File: config.mk
export PLATFORM = sky130hd
export DESIGN_NAME = oam_dma_ctrl_flat
export DESIGN_NICKNAME = d
export VERILOG_FILES = /design/src/rtl/oam_dma_if.sv /design/src/rtl/oam_dma_ctrl.sv /design/src/flat_wrapper.sv
export SDC_FILE = /design/constraint.sdc
export NUM_CORES = 1
export LEC_CHECK = 0
export BUFFER_PORTS_ARGS = -buffer_cell sky130_fd_sc_hd__buf_2
export CAP_MARGIN = 20
export CORE_UTILIZATION = 40
export DETAILED_ROUTE_END_ITERATION = 8
export GPL_TIMING_DRIVEN = 0
export MAX_ROUTING_LAYER = met4
export PLACE_DENSITY = 0.79
export SLEW_MARGIN = 25
export SYNTH_ARGS = -nofsm -noshare
export SYNTH_HDL_FRONTEND = slang
export SYNTH_SLANG_ARGS = --single-unit
File: constraint.sdc
create_clock -name clk -period 1.7 [get_ports clk]
set_input_delay 0.17 -clock clk [delete_from_list [all_inputs] [get_ports clk]]
set_output_delay 0.17 -clock clk [all_outputs]
set_load 0.1 [all_outputs]
File: src/rtl/oam_dma_if.sv
// CPU-port bundle shared by the sprite DMA engine (master) and the memory-map side (slave).
interface oam_dma_if;
    logic [15:0] cpu_addr_in;
    logic [7:0]  cpu_data_in;
    logic        cpu_write_en;
    logic [7:0]  mem_data_in;
    logic        cpu_halt;
    logic        bus_sel;
    logic [15:0] dma_addr_out;
    logic [7:0]  dma_data_out;
    logic        dma_read_en;
    logic        dma_write_en;
    logic        dma_busy;
    logic        dma_done;

    modport master (
        input  cpu_addr_in, cpu_data_in, cpu_write_en, mem_data_in,
        output cpu_halt, bus_sel, dma_addr_out, dma_data_out,
        output dma_read_en, dma_write_en, dma_busy, dma_done
    );

    modport slave (
        output cpu_addr_in, cpu_data_in, cpu_write_en, mem_data_in,
        input  cpu_halt, bus_sel, dma_addr_out, dma_data_out,
        input  dma_read_en, dma_write_en, dma_busy, dma_done
    );
endinterface

File: src/rtl/oam_dma_ctrl.sv
// Sprite-RAM DMA: a $4014 write halts the CPU and copies page $XX00-$XXFF to $2004.
// Optional OAM_DMA_ALIGN_EN inserts one ALIGN cycle when the free-running parity is odd in HALT.
module oam_dma_ctrl #(
    parameter logic [15:0] DMA_TRIG_ADDR = 16'h4014,
    parameter logic [15:0] OAM_DATA_ADDR = 16'h2004
) (
    input  logic       clk,
    input  logic       rst,
    oam_dma_if.master  bus
);
    typedef enum logic [2:0] {IDLE, HALT, ALIGN, READ, WRITE} state_t;

    state_t      state;
    logic [7:0]  page;
    logic [7:0]  idx;
    logic        halt_q;
    logic        done_q;
    logic        rd_q;
    logic        wr_q;
    logic [15:0] addr_q;
    logic        trig;

    assign trig = bus.cpu_write_en && (bus.cpu_addr_in == DMA_TRIG_ADDR);

`ifdef OAM_DMA_ALIGN_EN
    logic parity;
    always_ff @(posedge clk or posedge rst) begin
        if (rst) parity <= 1'b0;
        else     parity <= ~parity;
    end
`endif

    always_ff @(posedge clk or posedge rst) begin
        if (rst) begin
            state  <= IDLE;
            page   <= 8'h00;
            idx    <= 8'h00;
            halt_q <= 1'b0;
            done_q <= 1'b0;
            rd_q   <= 1'b0;
            wr_q   <= 1'b0;
            addr_q <= 16'h0000;
        end else begin
            done_q <= 1'b0;
            case (state)
                IDLE: begin
                    if (trig) begin
                        page   <= bus.cpu_data_in;
                        idx    <= 8'h00;
                        halt_q <= 1'b1;
                        state  <= HALT;
                    end
                end
                HALT: begin
`ifdef OAM_DMA_ALIGN_EN
                    if (parity) begin
                        state <= ALIGN;
                    end else begin
                        state  <= READ;
                        rd_q   <= 1'b1;
                        addr_q <= {page, idx};
                    end
`else
                    state  <= READ;
                    rd_q   <= 1'b1;
                    addr_q <= {page, idx};
`endif
                end
                ALIGN: begin
                    state  <= READ;
                    rd_q   <= 1'b1;
                    addr_q <= {page, idx};
                end
                READ: begin
                    state  <= WRITE;
                    rd_q   <= 1'b0;
                    wr_q   <= 1'b1;
                    addr_q <= OAM_DATA_ADDR;
                end
                WRITE: begin
                    // idx wraps within the byte so page $FF never carries into $0000
                    idx  <= idx + 8'd1;
                    wr_q <= 1'b0;
                    if (idx == 8'hFF) begin
                        state  <= IDLE;
                        halt_q <= 1'b0;
                        done_q <= 1'b1;
                        addr_q <= 16'h0000;
                    end else begin
                        state  <= READ;
                        rd_q   <= 1'b1;
                        addr_q <= {page, idx + 8'd1};
                    end
                end
                default: begin
                    state  <= IDLE;
                    halt_q <= 1'b0;
                    rd_q   <= 1'b0;
                    wr_q   <= 1'b0;
                    addr_q <= 16'h0000;
                end
            endcase
        end
    end

    assign bus.cpu_halt     = halt_q;
    assign bus.bus_sel      = halt_q;
    assign bus.dma_busy     = halt_q;
    assign bus.dma_done     = done_q;
    assign bus.dma_read_en  = rd_q;
    assign bus.dma_write_en = wr_q;
    assign bus.dma_addr_out = addr_q;
    // read register upstream holds while read enable is low, so pass it straight through
    assign bus.dma_data_out = wr_q ? bus.mem_data_in : 8'h00;
endmodule

File: src/flat_wrapper.sv
// flat-port wrapper written by rule: the top's interface ports become plain ports
module oam_dma_ctrl_flat 
#(
    parameter logic [15:0] DMA_TRIG_ADDR = 16'h4014,
    parameter logic [15:0] OAM_DATA_ADDR = 16'h2004
)
  (clk, rst, bus_cpu_addr_in, bus_cpu_data_in, bus_cpu_write_en, bus_mem_data_in, bus_cpu_halt, bus_bus_sel, bus_dma_addr_out, bus_dma_data_out, bus_dma_read_en, bus_dma_write_en, bus_dma_busy, bus_dma_done);
  oam_dma_if bus_i ();
  input  logic clk;
  input  logic rst;
  input wire logic [$bits(bus_i.cpu_addr_in)-1:0] bus_cpu_addr_in;
  input wire logic [$bits(bus_i.cpu_data_in)-1:0] bus_cpu_data_in;
  input wire logic [$bits(bus_i.cpu_write_en)-1:0] bus_cpu_write_en;
  input wire logic [$bits(bus_i.mem_data_in)-1:0] bus_mem_data_in;
  output wire logic [$bits(bus_i.cpu_halt)-1:0] bus_cpu_halt;
  output wire logic [$bits(bus_i.bus_sel)-1:0] bus_bus_sel;
  output wire logic [$bits(bus_i.dma_addr_out)-1:0] bus_dma_addr_out;
  output wire logic [$bits(bus_i.dma_data_out)-1:0] bus_dma_data_out;
  output wire logic [$bits(bus_i.dma_read_en)-1:0] bus_dma_read_en;
  output wire logic [$bits(bus_i.dma_write_en)-1:0] bus_dma_write_en;
  output wire logic [$bits(bus_i.dma_busy)-1:0] bus_dma_busy;
  output wire logic [$bits(bus_i.dma_done)-1:0] bus_dma_done;
  assign bus_i.cpu_addr_in = bus_cpu_addr_in;
  assign bus_i.cpu_data_in = bus_cpu_data_in;
  assign bus_i.cpu_write_en = bus_cpu_write_en;
  assign bus_i.mem_data_in = bus_mem_data_in;
  assign bus_cpu_halt = bus_i.cpu_halt;
  assign bus_bus_sel = bus_i.bus_sel;
  assign bus_dma_addr_out = bus_i.dma_addr_out;
  assign bus_dma_data_out = bus_i.dma_data_out;
  assign bus_dma_read_en = bus_i.dma_read_en;
  assign bus_dma_write_en = bus_i.dma_write_en;
  assign bus_dma_busy = bus_i.dma_busy;
  assign bus_dma_done = bus_i.dma_done;
  oam_dma_ctrl #(.DMA_TRIG_ADDR(DMA_TRIG_ADDR), .OAM_DATA_ADDR(OAM_DATA_ADDR)) u_core (.clk(clk), .rst(rst), .bus(bus_i));
endmodule
==> results by group, run 1 <==
Cells and area
  – Proportion of layout cells with a drive suffix above 1: 0.443
  – Core Util, Final: 0.570
  – ANT cells: 0
  – Layout Nets: roughly 300
  – Area growth syn-to-layout: 34.6%
  – Cell area after layout: 0.00253 mm²

Critical path
  – Req. time, crit path: 1.89 ns
  – Critical Path Max Stage Delay: between 0.4 and 0.5 ns
  – CP max-delay cell: dfrtp_2
  – Setup slack, reg-to-reg: -0.02 ns
  – WS Path Type: reg2reg
  – Worst Setup Start Kind: flop
  – CP arrival: 1.90 ns
  – Crit path buf inv count: 2
  – CP Cell Sequence: nor3_2 > inv_1 > nor3_4 > buf_4 > mux2_2
  – Family with the most delay on the worst path: simple AND/OR/NAND/NOR gates
  – Largest fanout on the critical path: 10
  – CP Capture Type: flop

Timing
  – Unrepaired setup endpoints after global routing: yes
  – Fmax: between 500 and 600 MHz
  – Max Slew Vio Count: 0
  – Setup TNS: -0.0371 ns
  – Skew final: just over 0.007 ns
  – Hold Vio Cnt, Final: 0
  – Worst-margin pin slew: ~0.58 ns
  – Final worst slack: -0.0177 ns
  – Final number of setup-violating endpoints: 4
  – Final Critical Period: roughly 1.7 ns
  – Slew Limit Headroom: 0.613
  – Crit share post-route: 1.01

Pwr
  – Total power: around 4.0 mW
  – Sequential power share: 0.302
  – Switching power: ~2 mW
  – Pwr Density: roughly 1600 mW/mm²
  – Leakage power total: ~1.3 nW
  – Worst vdd ir: about 830 µV
  – Clock power frac: 0.192
  – Net Sw Frac: 0.493
  – Internal: 2.02 mW
  – Logic pwr share: 0.505

Synthesis
  – #FFs+latches synth: 39
  – Post-synth EDFFs: 0
  – Fraction of registers with async set/reset: 1.00
  – Post-synth top flop: dfrtp_1
  – Count of mapped cells out of synthesis: ~180
  – Avg Cell Area, Syn: 10.4 µm²
  – Netlist Area Pre-Place: around 0.0019 mm²
  – Seq/Total Area, Yosys: 0.518
  – Synth warn: 0
  – Post-synthesis cell type count: 44
  – Syn_nets: about 220

Drt
  – Initial DRC Count: around 140
  – Avg WL per Cell: roughly 14 µm
  – Via Count: 1699
  – # DRC: 12
  – Drt first pass iters: 6
  – Antenna-violating nets left: 0
  – Post-Route WL: about 4400 µm
  – Vias per cell: roughly 5.4

CTS
  – Root buffer cell: clkbuf_8
  – CTS tree: built
  – # H-tree levels: 2
  – Clock tree buffer depth: 2
  – CTS buffer count: 5
  – Worst-skew pair later-pin latency: between 0.2 and 0.3 ns
  – Clock Pin Slew Worst Setup and Hold Paths: around 0.08 ns
  – Clock sink total: 39

GRT
  – First-pass GRT wire length: 7160 µm
  – Total global-route track usage: 0.190
  – Initial antenna violation count: 0
  – Congestion Overflow GR: 0
  – Largest net degree at the start of global routing: 23
  – Vias in the first global route: around 1600

Run status
  – Status: finished, violations left
  – Failing checks: design-rule violations, negative setup slack

Placement
  – Routability Congestion: slightly below 0.9
  – Pre-CTS WS: -0.232 ns
  – DP Area: ~0.0023 mm²
  – Buffers added on ports: 64
  – Post-DP HPWL: approximately 3100 µm

Floorplan
  – Die Ht: between 70 and 80 µm
  – Initial Util: 0.424
  – Io pins: 65
  – Core Rows: 24
  – Core Area: between 0.004 and 0.005 mm²
  – Die width: between 70 and 80 µm
  – Die area: 0.00499 mm²

Flow run
  – # Max-Cap Violations: 0

Worst hold path
  – Class of the worst hold path: in2reg
==> synth_stat cells (3+ instances only) <==
master,instances,share of area
dfrtp_1,39,0.52
o21ai_0,17,0.045
nor2_1,13,0.026
nand2_1,12,0.024
a22o_1,8,0.037
and2_1,8,0.027
clkbuf_1,8,0.016
mux2_2,8,0.048
a22oi_1,6,0.024
a21oi_1,5,0.013
nor3_1,5,0.013
inv_1,4,0.0080
and3_1,3,0.010
buf_4,3,0.012
nand3_1,3,0.0080
nor3b_1,3,0.012
xnor2_1,3,0.014
==> power groups by stage <==
stage	Clock, mW	Sequential (mW)	Combinational [mW]
2_1_floorplan	0	1.62	1.09
3_3_place_gp	0	1.19	1.83
3_5_place_dp	0	1.20	1.86
4_1_cts	0.776	1.19	1.91
5_1_grt	0.823	1.23	2.15
6_report	0.766	1.21	2.01
==> registers in the layout (all words and copies together), names as in the netlist <==
register                 count
u_core.bus.dma_addr_out     16
u_core.bus.dma_read_en       1
u_core.bus.bus_sel           1
u_core.bus.dma_write_en      1
u_core.bus.dma_done          1
u_core.page                  8
u_core.state                 3
u_core.idx                   8
==> through the flow <==
stage | hold slack, ns | cells
2_1_floorplan | 0.322 | 181
5_1_grt | 0.0922 | 314
3_5_place_dp | 0.189 | 298
4_1_cts | 0.0987 | 310
6_report | 0.0986 | 314
3_3_place_gp | 0.402 | 297
==> layout by cell type (no fill, tap or decap), types with 2 or more instances in the layout <==
cell type,synthesis,routed
a21o_1,2,2
nand3_1,3,3
a22o_1,8,8
buf_6,0,2
a32o_1,2,2
xnor2_1,3,3
dfrtp_1,39,36
o31ai_1,2,2
mux2_2,8,8
a22oi_1,6,6
inv_1,4,3
or3_1,2,2
clkbuf_8,0,5
buf_4,3,10
nor2_1,13,13
and2_2,0,8
nor3_1,5,4
o21ai_1,0,2
nand2_1,12,12
o21ai_2,1,5
nor3_2,1,2
dfrtp_2,0,3
o21ai_0,17,11
nor3b_1,3,3
nor2b_1,2,2
buf_2,1,64
a21oi_1,5,5
clkbuf_1,8,5
and3_1,3,3
nand2b_1,2,2
==> timing repair <==
item,4_1_cts,5_1_grt
hold buffers,1,0
setup buffers,3,6
hold endpoints to repair,17,0
gates resized for setup,7,16
pin swaps,1,6
endpoints found under the setup margin,26,29
==> cell families after synthesis <==
| kind of cell | synth area share |
|---|---|
| buf+inv | 0.0385 |
| compound gates | 0.181 |
| mux | 0.0478 |
| flops | 0.518 |
| xor+xnor | 0.0186 |
| simple gates | 0.183 |
| fa+ha+maj | 0.0120 |
==> path summary, 6_finish.rpt <==
| kind | depth (start not counted) | end | startpoint |
|---|---|---|---|
| max | 5 | u_core.page[0] | u_core.state[2] |
| min | 2 | u_core.page[7] | bus_cpu_data_in[7] |
| max reg2reg | 5 | u_core.page[0] | u_core.state[2] |
| min reg2reg | 1 | u_core.bus.dma_read_en | u_core.bus.dma_read_en |
| max in group asynchronous | 4 | u_core.idx[3] | rst |
| min in group asynchronous | 3 | u_core.bus.bus_sel | rst |
==> layer usage <==
| metal | wire length (µm) | track usage | up-vias |
|---|---|---|---|
| met5 | 0 | - | - |
| met4 | 52 | 0.0556 | 0 |
| met3 | 286 | 0.0484 | 5 |
| met2 | 2240 | 0.325 | 67 |
| met1 | 1820 | 0.222 | 812 |
| li1 | - | - | 815 |
==> layout make-up <==
cell class | instances | area, µm²
clock inverter | 3 | 43.8
timing repair buffer | 74 | 422
clock buffer | 5 | 68.8
fill | 380 | 1910
sequential | 39 | 980
inverter | 4 | 15.0
buffer | 11 | 61.3
tap | 52 | 65.1
multi-input combinational | 126 | 880
No activity file was read; power rests on OpenSTA's default activity.
==> run 2, diff against run 1 <==
==> constraint.sdc (replaced) <==
create_clock -name clk -period 1.7 [get_ports clk]
set_input_delay 0.085 -clock clk [delete_from_list [all_inputs] [get_ports clk]]
set_output_delay 0.085 -clock clk [all_outputs]
set_load 0.1 [all_outputs]
==> run 2 against run 1 <==
  * Clock skew shrank 0.0022 ns
  * Routed wire length grew 4.3%
  * Largest cell class unchanged
  * Clock power grew 3.9%
  * Non-clock buffer count grew 1
  * The run ends with design-rule violations left
  * Global-route usage grew 0.58 points
  * Critical endpoint is now u_core.idx[3]
  * Design area grew 0.74%
  * Cell count grew 0.32%
  * Via count grew 1.1%
  * Combinational power grew 3%
  * Worst setup slack gained 0.034 ns
==> results by group, run 2 (synthesized netlist as in run 1, its figures left out) <==
Drt
  – Highest Signal Layer: met4 (unchanged)
  – Met1 wire length: 1940 µm (was 1820 µm)
  – Drt first pass iters: 6 (unchanged)
  – Antenna-violating nets left: 0 (unchanged)
  – # DRC: 10 (was 12)
  – Vias per cell: 5.45 (was 5.41)
  – Avg WL per Cell: 14.5 µm (was 14.0 µm)
  – Initial DRC Count: 101 (was 136)
  – Via Count: 1717 (was 1699)
  – Post-Route WL: 4580 µm (was 4390 µm)
  – Met3 WL: 335 µm (was 286 µm)
  – Met2 WL: 2180 µm (was 2240 µm)

GRT
  – Largest net degree at the start of global routing: 25 (was 23)
  – First-pass GRT wire length: 7250 µm (was 7160 µm)
  – Initial antenna violation count: 0 (unchanged)
  – Vias in the first global route: 1606 (was 1587)
  – Total global-route track usage: 0.195 (was 0.190)
  – Congestion Overflow GR: 0 (unchanged)

Timing
  – Slew Limit Headroom: 0.631 (was 0.613)
  – Final number of setup-violating endpoints: 0 (was 4)
  – Hold Vio Cnt, Final: 0 (unchanged)
  – Max Slew Vio Count: 0 (unchanged)
  – Worst-margin pin slew: 0.554 ns (was 0.579 ns)
  – Skew final: 0.00491 ns (was 0.00712 ns)
  – Crit share post-route: 0.991 (was 1.01)
  – Final Critical Period: 1.68 ns (was 1.72 ns)
  – Fmax: 594 MHz (was 582 MHz)
  – Unrepaired setup endpoints after global routing: yes (unchanged)

Pwr
  – Leakage power total: 1.27 nW (about the same)
  – Total power: 4.09 mW (was 3.98 mW)
  – Worst vdd ir: 721 µV (was 827 µV)
  – Pwr Density: 1600 mW/mm² (was 1570 mW/mm²)

Cells and area
  – Cell area after layout: 0.00255 mm² (was 0.00253 mm²)
  – Area growth syn-to-layout: 35.6% (was 34.6%)
  – Layout Nets: 298 (was 297)
  – Flip-flop and latch area: 981 µm² (was 980 µm²)
  – Area taken by multi-input logic gates: 887 µm² (was 880 µm²)
  – Proportion of layout cells with a drive suffix above 1: 0.449 (was 0.443)
  – ANT cells: 0 (unchanged)
  – Most frequent cells in the layout: buf_2, dfrtp_1, o21ai_0 (was buf_2, dfrtp_1, nor2_1)
  – Max reg flops: 16 (unchanged)
  – Fill cells: 376 (was 380)
  – Commonest non-fill, non-tap cell in the layout: buf_2 (unchanged)

CTS
  – # H-tree levels: 2 (unchanged)
  – Root buffer cell: clkbuf_8 (unchanged)
  – Clock Pin Slew Worst Setup and Hold Paths: 0.07 ns (was 0.08 ns)
  – Worst-skew pair later-pin latency: 0.29 ns (about the same)
  – CTS buffer count: 5 (unchanged)
  – Clock tree buffer depth: 2 (unchanged)
  – Clock sink total: 39 (unchanged)
  – CTS tree: built (unchanged)

Placement
  – Post-DP HPWL: 3110 µm (was 3070 µm)
  – Routability Congestion: 0.908 (was 0.874)
  – DP Area: 0.00231 mm² (about the same)
  – Buffers added on ports: 64 (unchanged)

Critical path
  – Req. time, crit path: 1.92 ns (was 1.89 ns)
  – R2R Path Start: u_core.state[1] (was u_core.state[2])
  – WS Path Type: reg2reg (unchanged)
  – Largest fanout on the critical path: 5 (was 10)
  – CP arrival: 1.90 ns (about the same)
  – Worst Setup Start Kind: flop (unchanged)
  – CP Launch Point: u_core.state[1] (was u_core.state[2])
  – CP Capture Type: flop (unchanged)

Floorplan
  – Die width: 70.6 µm (unchanged)
  – Core Rows: 24 (unchanged)
  – Die area: 0.00499 mm² (unchanged)
  – Die Ht: 70.6 µm (unchanged)
  – Io pins: 65 (unchanged)
  – Core Area: 0.00444 mm² (unchanged)
  – Initial Util: 0.424 (unchanged)

Worst hold path
  – HP Start: bus_cpu_data_in[6] (was bus_cpu_data_in[7])
  – Class of the worst hold path: in2reg (unchanged)

Flow run
  – # Max-Cap Violations: 0 (unchanged)

Run status
  – Failing checks: design-rule violations (was design-rule violations, negative setup slack)
  – Status: finished, violations left (unchanged)
==> run 2: final timing paths <==
path / end / cells past startpoint / slack [ns]
min reg2reg: u_core.bus.dma_addr_out[14] / 1 / 0.49
max reg2reg: u_core.idx[3] / 5 / 0.02
max: u_core.idx[3] / 5 / 0.02
min in group asynchronous: u_core.bus.bus_sel / 3 / 0.33
min: u_core.page[6] / 2 / 0.02
max in group asynchronous: u_core.idx[0] / 4 / 0.91
==> run 2: critical path, stage by stage, from the launching register on <==
cell and delay [ns]:
dfrtp_2 0.44, or3b_1 0.39, buf_6 0.14, a41o_4 0.26
or3_1 0.30, o21ai_1 0.08
==> run 2: layout make-up <==
type,instances,area share
plain buffers,11,0.0245
inverters,4,0.00588
multi-input cells,126,0.347
well taps,52,0.0255
clock buffers,6,0.0323
clock inverters,2,0.0137
flip-flops and latches,39,0.384
repair buffers,75,0.167
==> run 2: where the power goes <==
| part | internal (mW) | leakage, nW | switching (mW) | total, mW |
|---|---|---|---|---|
| sequential | 1.07 | 0.523 | 0.158 | 1.22 |
| combinational | 0.543 | 0.686 | 1.52 | 2.07 |
| clock | 0.475 | 0.0612 | 0.321 | 0.796 |
| total | 2.08 | 1.27 | 2.00 | 4.09 |
==> run 2: metal layers <==
metal  global-route usage  up-vias
li1                     -      818
met1                0.227      801
met2                0.319       87
met3               0.0499       11
met4               0.0933        0
met5                    -        -
==> run 2: repair_timing <==
| item | 4_1_cts | 5_1_grt |
|---|---|---|
| endpoints found under the hold margin | 15 | 0 |
| gates resized for setup | 12 | 10 |
| pin swaps | 3 | 3 |
| setup endpoints to repair | 28 | 28 |
| setup buffers | 7 | 2 |
| hold buffers | 1 | 0 |
==> run 2: stage by stage <==
stage,setup slack (ns),TNS [ns],std cells,hold WS (ns),util
final,0.0159,0,315,0.0196,0.575
after global routing,-0.0419,-0.103,315,0.0212,0.575
after CTS,-0.0163,-0.0172,314,0.0138,0.568
after detailed placement,-0.317,-3.29,298,0.0922,0.519
after global placement,-0.254,-1.96,297,0.317,0.513
after floorplan,0.00683,0,181,0.237,-
